<file path="config.mk">
export PLATFORM = sky130hd
export DESIGN_NAME = alu_cmd_sequencer_flat
export DESIGN_NICKNAME = d
export VERILOG_FILES = /design/src/rtl/alu_seq_pkg.sv /design/src/rtl/alu_cmd_sequencer_if.sv /design/src/rtl/sync_edge_detect.sv /design/src/rtl/alu_cmd_sequencer.sv /design/src/flat_wrapper.sv
export SDC_FILE = /design/constraint.sdc
export NUM_CORES = 1
export LEC_CHECK = 0
export BUFFER_PORTS_ARGS = -buffer_cell sky130_fd_sc_hd__buf_2
export CORE_AREA = 2 2 43 53
export CTS_BUF_LIST = sky130_fd_sc_hd__clkbuf_4 sky130_fd_sc_hd__clkbuf_8 sky130_fd_sc_hd__clkbuf_16
export DETAILED_ROUTE_END_ITERATION = 12
export DIE_AREA = 0 0 45 55
export PLACE_DENSITY = 0.72
export SYNTH_ARGS = -nofsm -noshare
export SYNTH_HDL_FRONTEND = slang
export SYNTH_SLANG_ARGS = --single-unit
</file>
<file path="constraint.sdc">
create_clock -name clk -period 1.3 [get_ports clk]
set_input_delay 0.065 -clock clk [delete_from_list [all_inputs] [get_ports clk]]
set_output_delay 0.065 -clock clk [all_outputs]
set_load 0.01 [all_outputs]
</file>
<file path="src/rtl/alu_seq_pkg.sv">
// alu_seq_pkg
// Shared definitions for the ALU command sequencer: the stage encoding
// shown on the front-panel LEDs and the default synchronizer and counter
// sizes used by every instance.
package alu_seq_pkg;

    localparam int DEFAULT_SYNC_STAGES = 2;
    localparam int DEFAULT_CNT_W       = 8;

    // Stage codes are what the display decodes, so the values are fixed.
    typedef enum logic [2:0] {
        WAIT_A  = 3'd0,
        WAIT_B  = 3'd1,
        WAIT_OP = 3'd2,
        UPDATE  = 3'd3,
        SHOW    = 3'd4
    } state_t;

endpackage

</file>
<file path="src/rtl/alu_cmd_sequencer_if.sv">
// alu_cmd_sequencer_if
// Bundles the button inputs and the datapath strobes of the sequencer.
//   enter, undo      : debounced button levels, asynchronous to clk
//   load_A/B/Op      : one-cycle load strobes to the ALU register block
//   updateRes        : one-cycle result/flag capture strobe
//   stage            : current sequencer state code
//   ops_done         : completed-operation counter
// Modports: master = the sequencer, slave = front panel plus datapath.
//
// Strobe contract: every strobe is a registered single-cycle pulse with no
// back-pressure; the datapath must act on the cycle it sees it, and at most
// one strobe is high in any cycle.
interface alu_cmd_sequencer_if #(
    parameter int CNT_W = 8
);
    logic             enter;
    logic             undo;
    logic             load_A;
    logic             load_B;
    logic             load_Op;
    logic             updateRes;
    logic [2:0]       stage;
    logic [CNT_W-1:0] ops_done;

    modport master (
        input  enter, undo,
        output load_A, load_B, load_Op, updateRes, stage, ops_done
    );

    modport slave (
        output enter, undo,
        input  load_A, load_B, load_Op, updateRes, stage, ops_done
    );
endinterface

</file>
<file path="src/rtl/sync_edge_detect.sv">
// sync_edge_detect
// Brings an asynchronous button level into the clk domain and emits a
// single-cycle pulse on each synchronized 0->1 transition.
//   clk, reset : clock and asynchronous active-low reset
//   din        : asynchronous level input
//   pulse      : one-cycle rising-edge event (combinational from flops)
// SYNC_STAGES must be at least 2.
module sync_edge_detect
    import alu_seq_pkg::*;
#(
    parameter int SYNC_STAGES = DEFAULT_SYNC_STAGES
) (
    input  logic clk,
    input  logic reset,
    input  logic din,
    output logic pulse
);
    logic [SYNC_STAGES-1:0] sync_q;
    // Fills with ones after reset release; its top bit marks the point at
    // which sync_q carries a genuine post-reset sample of din.
    logic [SYNC_STAGES-1:0] primed_q;
    logic                   prev_q;

    always_ff @(posedge clk or negedge reset) begin
        if (!reset) begin
            sync_q   <= '0;
            primed_q <= '0;
            prev_q   <= 1'b0;
        end else begin
            sync_q   <= {sync_q[SYNC_STAGES-2:0], din};
            primed_q <= {primed_q[SYNC_STAGES-2:0], 1'b1};
            // Until real samples arrive, pretend the button was already
            // held, so a press held across reset release never fires.
            prev_q   <= primed_q[SYNC_STAGES-1] ? sync_q[SYNC_STAGES-1] : 1'b1;
        end
    end

    assign pulse = primed_q[SYNC_STAGES-1] & sync_q[SYNC_STAGES-1] & ~prev_q;

endmodule

</file>
<file path="src/rtl/alu_cmd_sequencer.sv">
// alu_cmd_sequencer
// Steps the ALU datapath through operand A, operand B, opcode and result
// capture from the enter/undo buttons, issuing single-cycle load strobes.
//   clk, reset : clock and asynchronous active-low reset
//   bus        : alu_cmd_sequencer_if master (buttons in; strobes, stage
//                and ops_done out, all registered)
module alu_cmd_sequencer
    import alu_seq_pkg::*;
#(
    parameter int SYNC_STAGES = DEFAULT_SYNC_STAGES,
    parameter int CNT_W       = DEFAULT_CNT_W
) (
    input  logic                 clk,
    input  logic                 reset,
    alu_cmd_sequencer_if.master  bus
);
    localparam logic [2:0] S_WAIT_A  = WAIT_A;
    localparam logic [2:0] S_WAIT_B  = WAIT_B;
    localparam logic [2:0] S_WAIT_OP = WAIT_OP;
    localparam logic [2:0] S_UPDATE  = UPDATE;
    localparam logic [2:0] S_SHOW    = SHOW;

    logic enter_ev;
    logic undo_ev;

    sync_edge_detect #(.SYNC_STAGES(SYNC_STAGES)) u_enter_sync (
        .clk   (clk),
        .reset (reset),
        .din   (bus.enter),
        .pulse (enter_ev)
    );

    sync_edge_detect #(.SYNC_STAGES(SYNC_STAGES)) u_undo_sync (
        .clk   (clk),
        .reset (reset),
        .din   (bus.undo),
        .pulse (undo_ev)
    );

    logic [2:0]       state_q, state_d;
    // strobe bit order: {updateRes, load_Op, load_B, load_A}
    logic [3:0]       strobe_q, strobe_d;
    logic [CNT_W-1:0] ops_q;

    always_comb begin
        state_d  = state_q;
        strobe_d = 4'b0000;
        case (state_q)
            // undo is tested first everywhere: it wins over a same-cycle enter
            S_WAIT_A: begin
                if (!undo_ev && enter_ev) begin
                    state_d  = S_WAIT_B;
                    strobe_d = 4'b0001;
                end
            end
            S_WAIT_B: begin
                if (undo_ev) begin
                    state_d = S_WAIT_A;
                end else if (enter_ev) begin
                    state_d  = S_WAIT_OP;
                    strobe_d = 4'b0010;
                end
            end
            S_WAIT_OP: begin
                if (undo_ev) begin
                    state_d = S_WAIT_B;
                end else if (enter_ev) begin
                    state_d  = S_UPDATE;
                    strobe_d = 4'b0100;
                end
            end
            // Transient: the result register captures one cycle after the
            // opcode load so it sees the new opcode; button events are dropped.
            S_UPDATE: begin
                state_d  = S_SHOW;
                strobe_d = 4'b1000;
            end
            S_SHOW: begin
                if (undo_ev) begin
                    state_d = S_WAIT_OP;
                end else if (enter_ev) begin
                    state_d = S_WAIT_A;
                end
            end
            default: begin
                state_d = S_WAIT_A;
            end
        endcase
    end

    always_ff @(posedge clk or negedge reset) begin
        if (!reset) begin
            state_q  <= S_WAIT_A;
            strobe_q <= 4'b0000;
            ops_q    <= '0;
        end else begin
            state_q  <= state_d;
            strobe_q <= strobe_d;
            if (strobe_d[3]) begin
                ops_q <= ops_q + CNT_W'(1);
            end
        end
    end

    assign bus.load_A    = strobe_q[0];
    assign bus.load_B    = strobe_q[1];
    assign bus.load_Op   = strobe_q[2];
    assign bus.updateRes = strobe_q[3];
    assign bus.stage     = state_q;
    assign bus.ops_done  = ops_q;

endmodule

</file>
<file path="src/flat_wrapper.sv">
// flat-port wrapper written by rule: the top's interface ports become plain ports
module alu_cmd_sequencer_flat import alu_seq_pkg::*;
#(
    parameter int SYNC_STAGES = DEFAULT_SYNC_STAGES,
    parameter int CNT_W       = DEFAULT_CNT_W
)
  (clk, reset, bus_enter, bus_undo, bus_load_A, bus_load_B, bus_load_Op, bus_updateRes, bus_stage, bus_ops_done);
  alu_cmd_sequencer_if #(.CNT_W(CNT_W)) bus_i ();
  input  logic clk;
  input  logic reset;
  input wire logic [$bits(bus_i.enter)-1:0] bus_enter;
  input wire logic [$bits(bus_i.undo)-1:0] bus_undo;
  output wire logic [$bits(bus_i.load_A)-1:0] bus_load_A;
  output wire logic [$bits(bus_i.load_B)-1:0] bus_load_B;
  output wire logic [$bits(bus_i.load_Op)-1:0] bus_load_Op;
  output wire logic [$bits(bus_i.updateRes)-1:0] bus_updateRes;
  output wire logic [$bits(bus_i.stage)-1:0] bus_stage;
  output wire logic [$bits(bus_i.ops_done)-1:0] bus_ops_done;
  assign bus_i.enter = bus_enter;
  assign bus_i.undo = bus_undo;
  assign bus_load_A = bus_i.load_A;
  assign bus_load_B = bus_i.load_B;
  assign bus_load_Op = bus_i.load_Op;
  assign bus_updateRes = bus_i.updateRes;
  assign bus_stage = bus_i.stage;
  assign bus_ops_done = bus_i.ops_done;
  alu_cmd_sequencer #(.SYNC_STAGES(SYNC_STAGES), .CNT_W(CNT_W)) u_core (.clk(clk), .reset(reset), .bus(bus_i));
endmodule
</file>
Yosys cells after proc, flatten, opt, wreduce, memory -nomap -nowiden
Cells that the tools add are included.
Word-level totals
  word-level logic and storage cells: 44
  bits of input ports: 4
  output and inout bits: 15
  flip-flop bits (word level): 25
Operators by class
  $add $sub $neg: 1
  reduce and logical (&&, ||, !) cells: 4
  equal/unequal tests: 8
  bitwise operators: 6
  multiplexer cells: 16
Operator list (number)
  $mux W3: 8
  $pmux W4 S4: 1
  $pmux W3 S5: 1
  $ne A3 B1 Y1 const B: 3
  $add A8 B1 Y8 const B: 1
  $mux W4: 2
  $eq A3 B2 Y1 const B: 2
  $and A1 B1 Y1: 4
  $reduce_and A4 Y1: 1
  $eq A3 B1 Y1 const B: 1
  $eq A3 B3 Y1 const B: 1
  $logic_not A3 Y1: 1
  $mux W1: 3
  $mux W2: 1
  $ne A2 B1 Y1 const B: 1
  $not A1 Y1: 2
  $logic_and A1 B1 Y1: 1
  $logic_not A1 Y1: 1

Logic depth before layout (Yosys ltp)
  depth in word-level cells: 6
  gate-level depth with buffers: 5
  mapped depth without buffers: 4

Cells and area by module
A second synthesis with hierarchy kept.
Unflattened totals
  cells, all modules: 72
  area total of the unflattened synthesis: 933.4 um^2
By module, submodules not included
  alu_cmd_sequencer: times used 1, sequential area each 375.4 um^2, area an instance 645.6 um^2, cells an instance 56
  sync_edge_detect: times used 2, sequential area each 125.1 um^2, area an instance 143.9 um^2, cells an instance 8

Worst setup path before layout
Ideal clock, no wire load.
  path kind: reg-to-reg
  start: register u_core.state_q[2], in the netlist u_core.bus.stage[2]
  end: register u_core.ops_q[5], in the netlist u_core.bus.ops_done[5]
  data arrival time: 1258 ps
  path buffers: 1
  cell stages (with the launch flop): 6
  path slack: -85 ps
  cell sequence: dfrtp_1 -> and3b_1 -> buf_6 -> and4_4 -> nand3_1 -> xnor2_1
On the way
  longest elaborated chain between the ends: 2
  elaborated cells between the ends (all ways): 5
  those cells by class: 3 x eq/ne; 1 x mux; 1 x reduce/logical
RTL lines
  start, declared: RTL line alu_cmd_sequencer.sv:40  | logic [2:0] state_q, state_d;
  start signal, assigned: RTL line alu_cmd_sequencer.sv:97  | state_q <= state_d;
  $eq A3 B2 Y1, or another cell as far along: RTL line alu_cmd_sequencer.sv:48  | case (state_q)
  $pmux W4 S4 *: RTL line alu_cmd_sequencer.sv:48
  via u_core.strobe_d[3]: RTL line alu_cmd_sequencer.sv:42  | logic [3:0] strobe_q, strobe_d;
  end signal, assigned: RTL line alu_cmd_sequencer.sv:100  | ops_q <= ops_q + CNT_W'(1);
  end, declared: RTL line alu_cmd_sequencer.sv:43  | logic [CNT_W-1:0] ops_q;
The timed path passes the listed nets; every way through them passes the cells marked *.
A chain may end at the register's enable or synchronous reset.

Worst setup path after layout
  start: register u_core.state_q[2], in the netlist u_core.bus.stage[2]
  end: register u_core.ops_q[5], in the netlist u_core.bus.ops_done[5]
On the way
  longest elaborated chain between the ends: 2
  elaborated cells between the ends (all ways): 5
  those cells by class: 3 x eq/ne; 1 x mux; 1 x reduce/logical
RTL lines (RTL line)
  $eq A3 B2 Y1, or another cell as far along: alu_cmd_sequencer.sv:48
  $pmux W4 S4 *: alu_cmd_sequencer.sv:48
Every way passes the cells marked *; elsewhere a longest branch is shown, timed or not.

==> run_results.csv <==
group,metric,value,unit
drt,drt-total-wl,1.28,mm
final_layout,synthToLayoutAreaGrowth,25.1,%
drt,vias_per_cell,5.11,
floorplanning,die-area,0.00248,sq mm
global_routing,grt_max_degree,24,
timing,final-max-slew-violation-count,0,
placed_design,gp_congestion,0.760,
pwr,leakage,0.000550,uW
min_path,hp-class,"in2async",
logic_synthesis,avgSynthCellArea,14.0,sq um
floorplanning,die_y,55,um
drt,top_layer,"met4",
final_layout,drive_gt1_frac,0.391,
floorplanning,io_pins,19,
drt,m1WireLength,608,um
timing,fin_skew,0.00288,ns
logic_synthesis,synthCells,62,
drt,drc,0,
pwr,p_per_area,1460,mW/mm^2
floorplanning,rows,18,
timing,fin_crit_sh,0.956,
placed_design,placed_area,0.00101,sq mm
global_routing,track_usage,0.121,
drt,dr.pass1.iters,2,
final_layout,nNetsFinal,98,
logic_synthesis,syn_area,868,sq um
setup_path,critPathMaxFanout,4,
placed_design,io_buffers,18,
logic_synthesis,syn_nets,67,
setup_path,reg2reg_slack,0.06,ns
pwr,peakVddDrop,884,uV
setup_path,worst_setup_path_end_kind,"register",
drt,wl_met3,69,um
final_layout,nFillCells,183,
timing,rsz0062_at_grt,"yes",
setup_path,critical_path_class,"reg2reg",
clock_network,cts.reportedPaths.clkPinSlew,0.12,ns
clock_network,cts_tree,"built",
timing,fmax,805,MHz
logic_synthesis,yosysUniqueCellTypes,26,
timing,hold_viol,0,
timing,period_minus_slack,1.24,ns
clock_network,clock-root-buffer,"clkbuf_4",
floorplanning,die_w,45,um
pwr,finalPower,1590,uW
clock_network,h-tree-depth,1,
logic_synthesis,yosys.area.top_type_share,0.663,
timing,holdWs,0.240,ns
drt,dr_wl_met2,579,um
clock_network,cts.sinks,23,
logic_synthesis,yosysSeqAreaShare,0.663,
run,maxCapViolations,0,
setup_path,start_kind,"register",
drt,drtAntennaViolNets,0,
timing,setup_viol,0,
outcome,outcome,"completed",
drt,drt_iter0_markers,2,
global_routing,grt_overflow,0,
clock_network,insertion_delay,0.30,ns
setup_path,arrival,1.44,ns
floorplanning,core-area,0.00198,sq mm
final_layout,final_common_cell,"dfrtp_1",
floorplanning,start_util,0.438,
logic_synthesis,ys.warnings.count,0,
global_routing,grt_pass1_wl,2.11,mm
logic_synthesis,synth_top_cell_by_area,"dfrtp_1",
drt,wire_per_inst,11.4,um
final_layout,num_antenna_cells,0,
setup_path,crit_required,1.50,ns
global_routing,grt_pass1_vias,494,
logic_synthesis,synth.area.top_cells,"dfrtp_1, xnor2_1, mux2_2",
final_layout,finalInstanceArea,0.00109,sq mm
final_layout,final_util,0.548,
global_routing,antenna_found_initial,0,
final_layout,final_cell_mix,"dfrtp_1, buf_2, xnor2_1, buf_4",
placed_design,hpwlAfterDp,952,um
clock_network,cts_buffers,3,
logic_synthesis,ys_ff_latch,23,
clock_network,clk_path_buf_depth,2,
drt,dr_total_vias,572,
==> power by group <==
part	total [uW]	internal, uW	switching, uW
combinational	401	192	209
clock	345	140	204
sequential	843	794	48.8
==> critical path, cell delays in order, from the launching register on <==
cell,delay (ns)
dfrtp_2,0.41
and3b_2,0.26
and4_4,0.24
nand3_1,0.09
xnor2_1,0.14
==> timing repair <==
item / CTS / global route
buffers inserted: 0 / 1
hold buffers: 3 / 0
hold endpoints to repair: 25 / 0
gates resized for setup: 0 / 2
endpoints found under the setup margin: 0 / 5
==> cells in the mapped netlist, drive strengths merged <==
master and n:
nand3b 2, dfrtp 23, o21ai 1, mux2 2
a2111oi 1, conb 1, a41oi 1, ha 1
nor4b 1, nand3 4, nor2b 2, nand4 2
xnor2 6, nor4 2, a31o 1, a21oi 1
buf 1, nand2b 3, inv 1, nor2 1
and3b 1, nand2 1, xor2 1, and3 1
and4 1
==> stage by stage <==
step | worst slack, ns | TNS, ns | std cells
floorplan | -0.0592 | -0.166 | 62
global placement | 0.0585 | 0 | 104
detailed placement | 0.0509 | 0 | 104
CTS | 0.0312 | 0 | 111
global route | -0.00195 | -0.00372 | 112
finish | 0.0576 | 0 | 112
==> final timing paths <==
kind	from	endpoint	depth (start not counted)
max	u_core.bus.stage[2]	u_core.bus.ops_done[5]	4
min	reset	u_core.u_undo_sync.sync_q[1]	2
max reg2reg	u_core.bus.stage[2]	u_core.bus.ops_done[5]	4
min reg2reg	u_core.u_undo_sync.sync_q[0]	u_core.u_undo_sync.sync_q[1]	0
max in group asynchronous	reset	u_core.bus.stage[2]	2
min in group clk	u_core.u_undo_sync.sync_q[0]	u_core.u_undo_sync.sync_q[1]	0
==> kinds of logic (layout without fill, tap and decap cells) <==
logic type               after synthesis  count (layout)  synth area share
flip-flops                            23              23             0.663
AND/OR/NAND/NOR                       21              21             0.163
XOR/XNOR                               7               7            0.0706
AO/OA/AOI/OAI                          5               5            0.0418
multiplexers                           2               2            0.0259
buffers and inverters                  2              32            0.0173
adder cells (fa/ha/maj)                1               1            0.0144
other                                  1               1           0.00432
==> flip-flops by register name, indices dropped and copies added, names as in the netlist <==
name / cells
u_core.u_enter_sync.primed_q: 2
u_core.u_undo_sync.sync_q: 2
u_core.strobe_q: 4
u_core.u_enter_sync.prev_q: 1
u_core.u_undo_sync.prev_q: 1
u_core.bus.ops_done: 8
u_core.u_enter_sync.sync_q: 2
u_core.bus.stage: 3
==> final cells by class <==
cell class              instances  area (sq um)  area share
repair buffers                 27           165       0.152
multi-input cells              37           285       0.263
well taps                      20          25.0      0.0230
clock buffers                   4          30.0      0.0276
flip-flops and latches         23           577       0.531
inverters                       1          3.75     0.00346
==> layer usage <==
layer / global-route usage / vias up
met4: 0.0882 / 0
met2: 0.171 / 13
met3: 0.0292 / 4
met5: 0 / -
li1: - / 283
met1: 0.160 / 272
(Power assumes the default switching activity.)
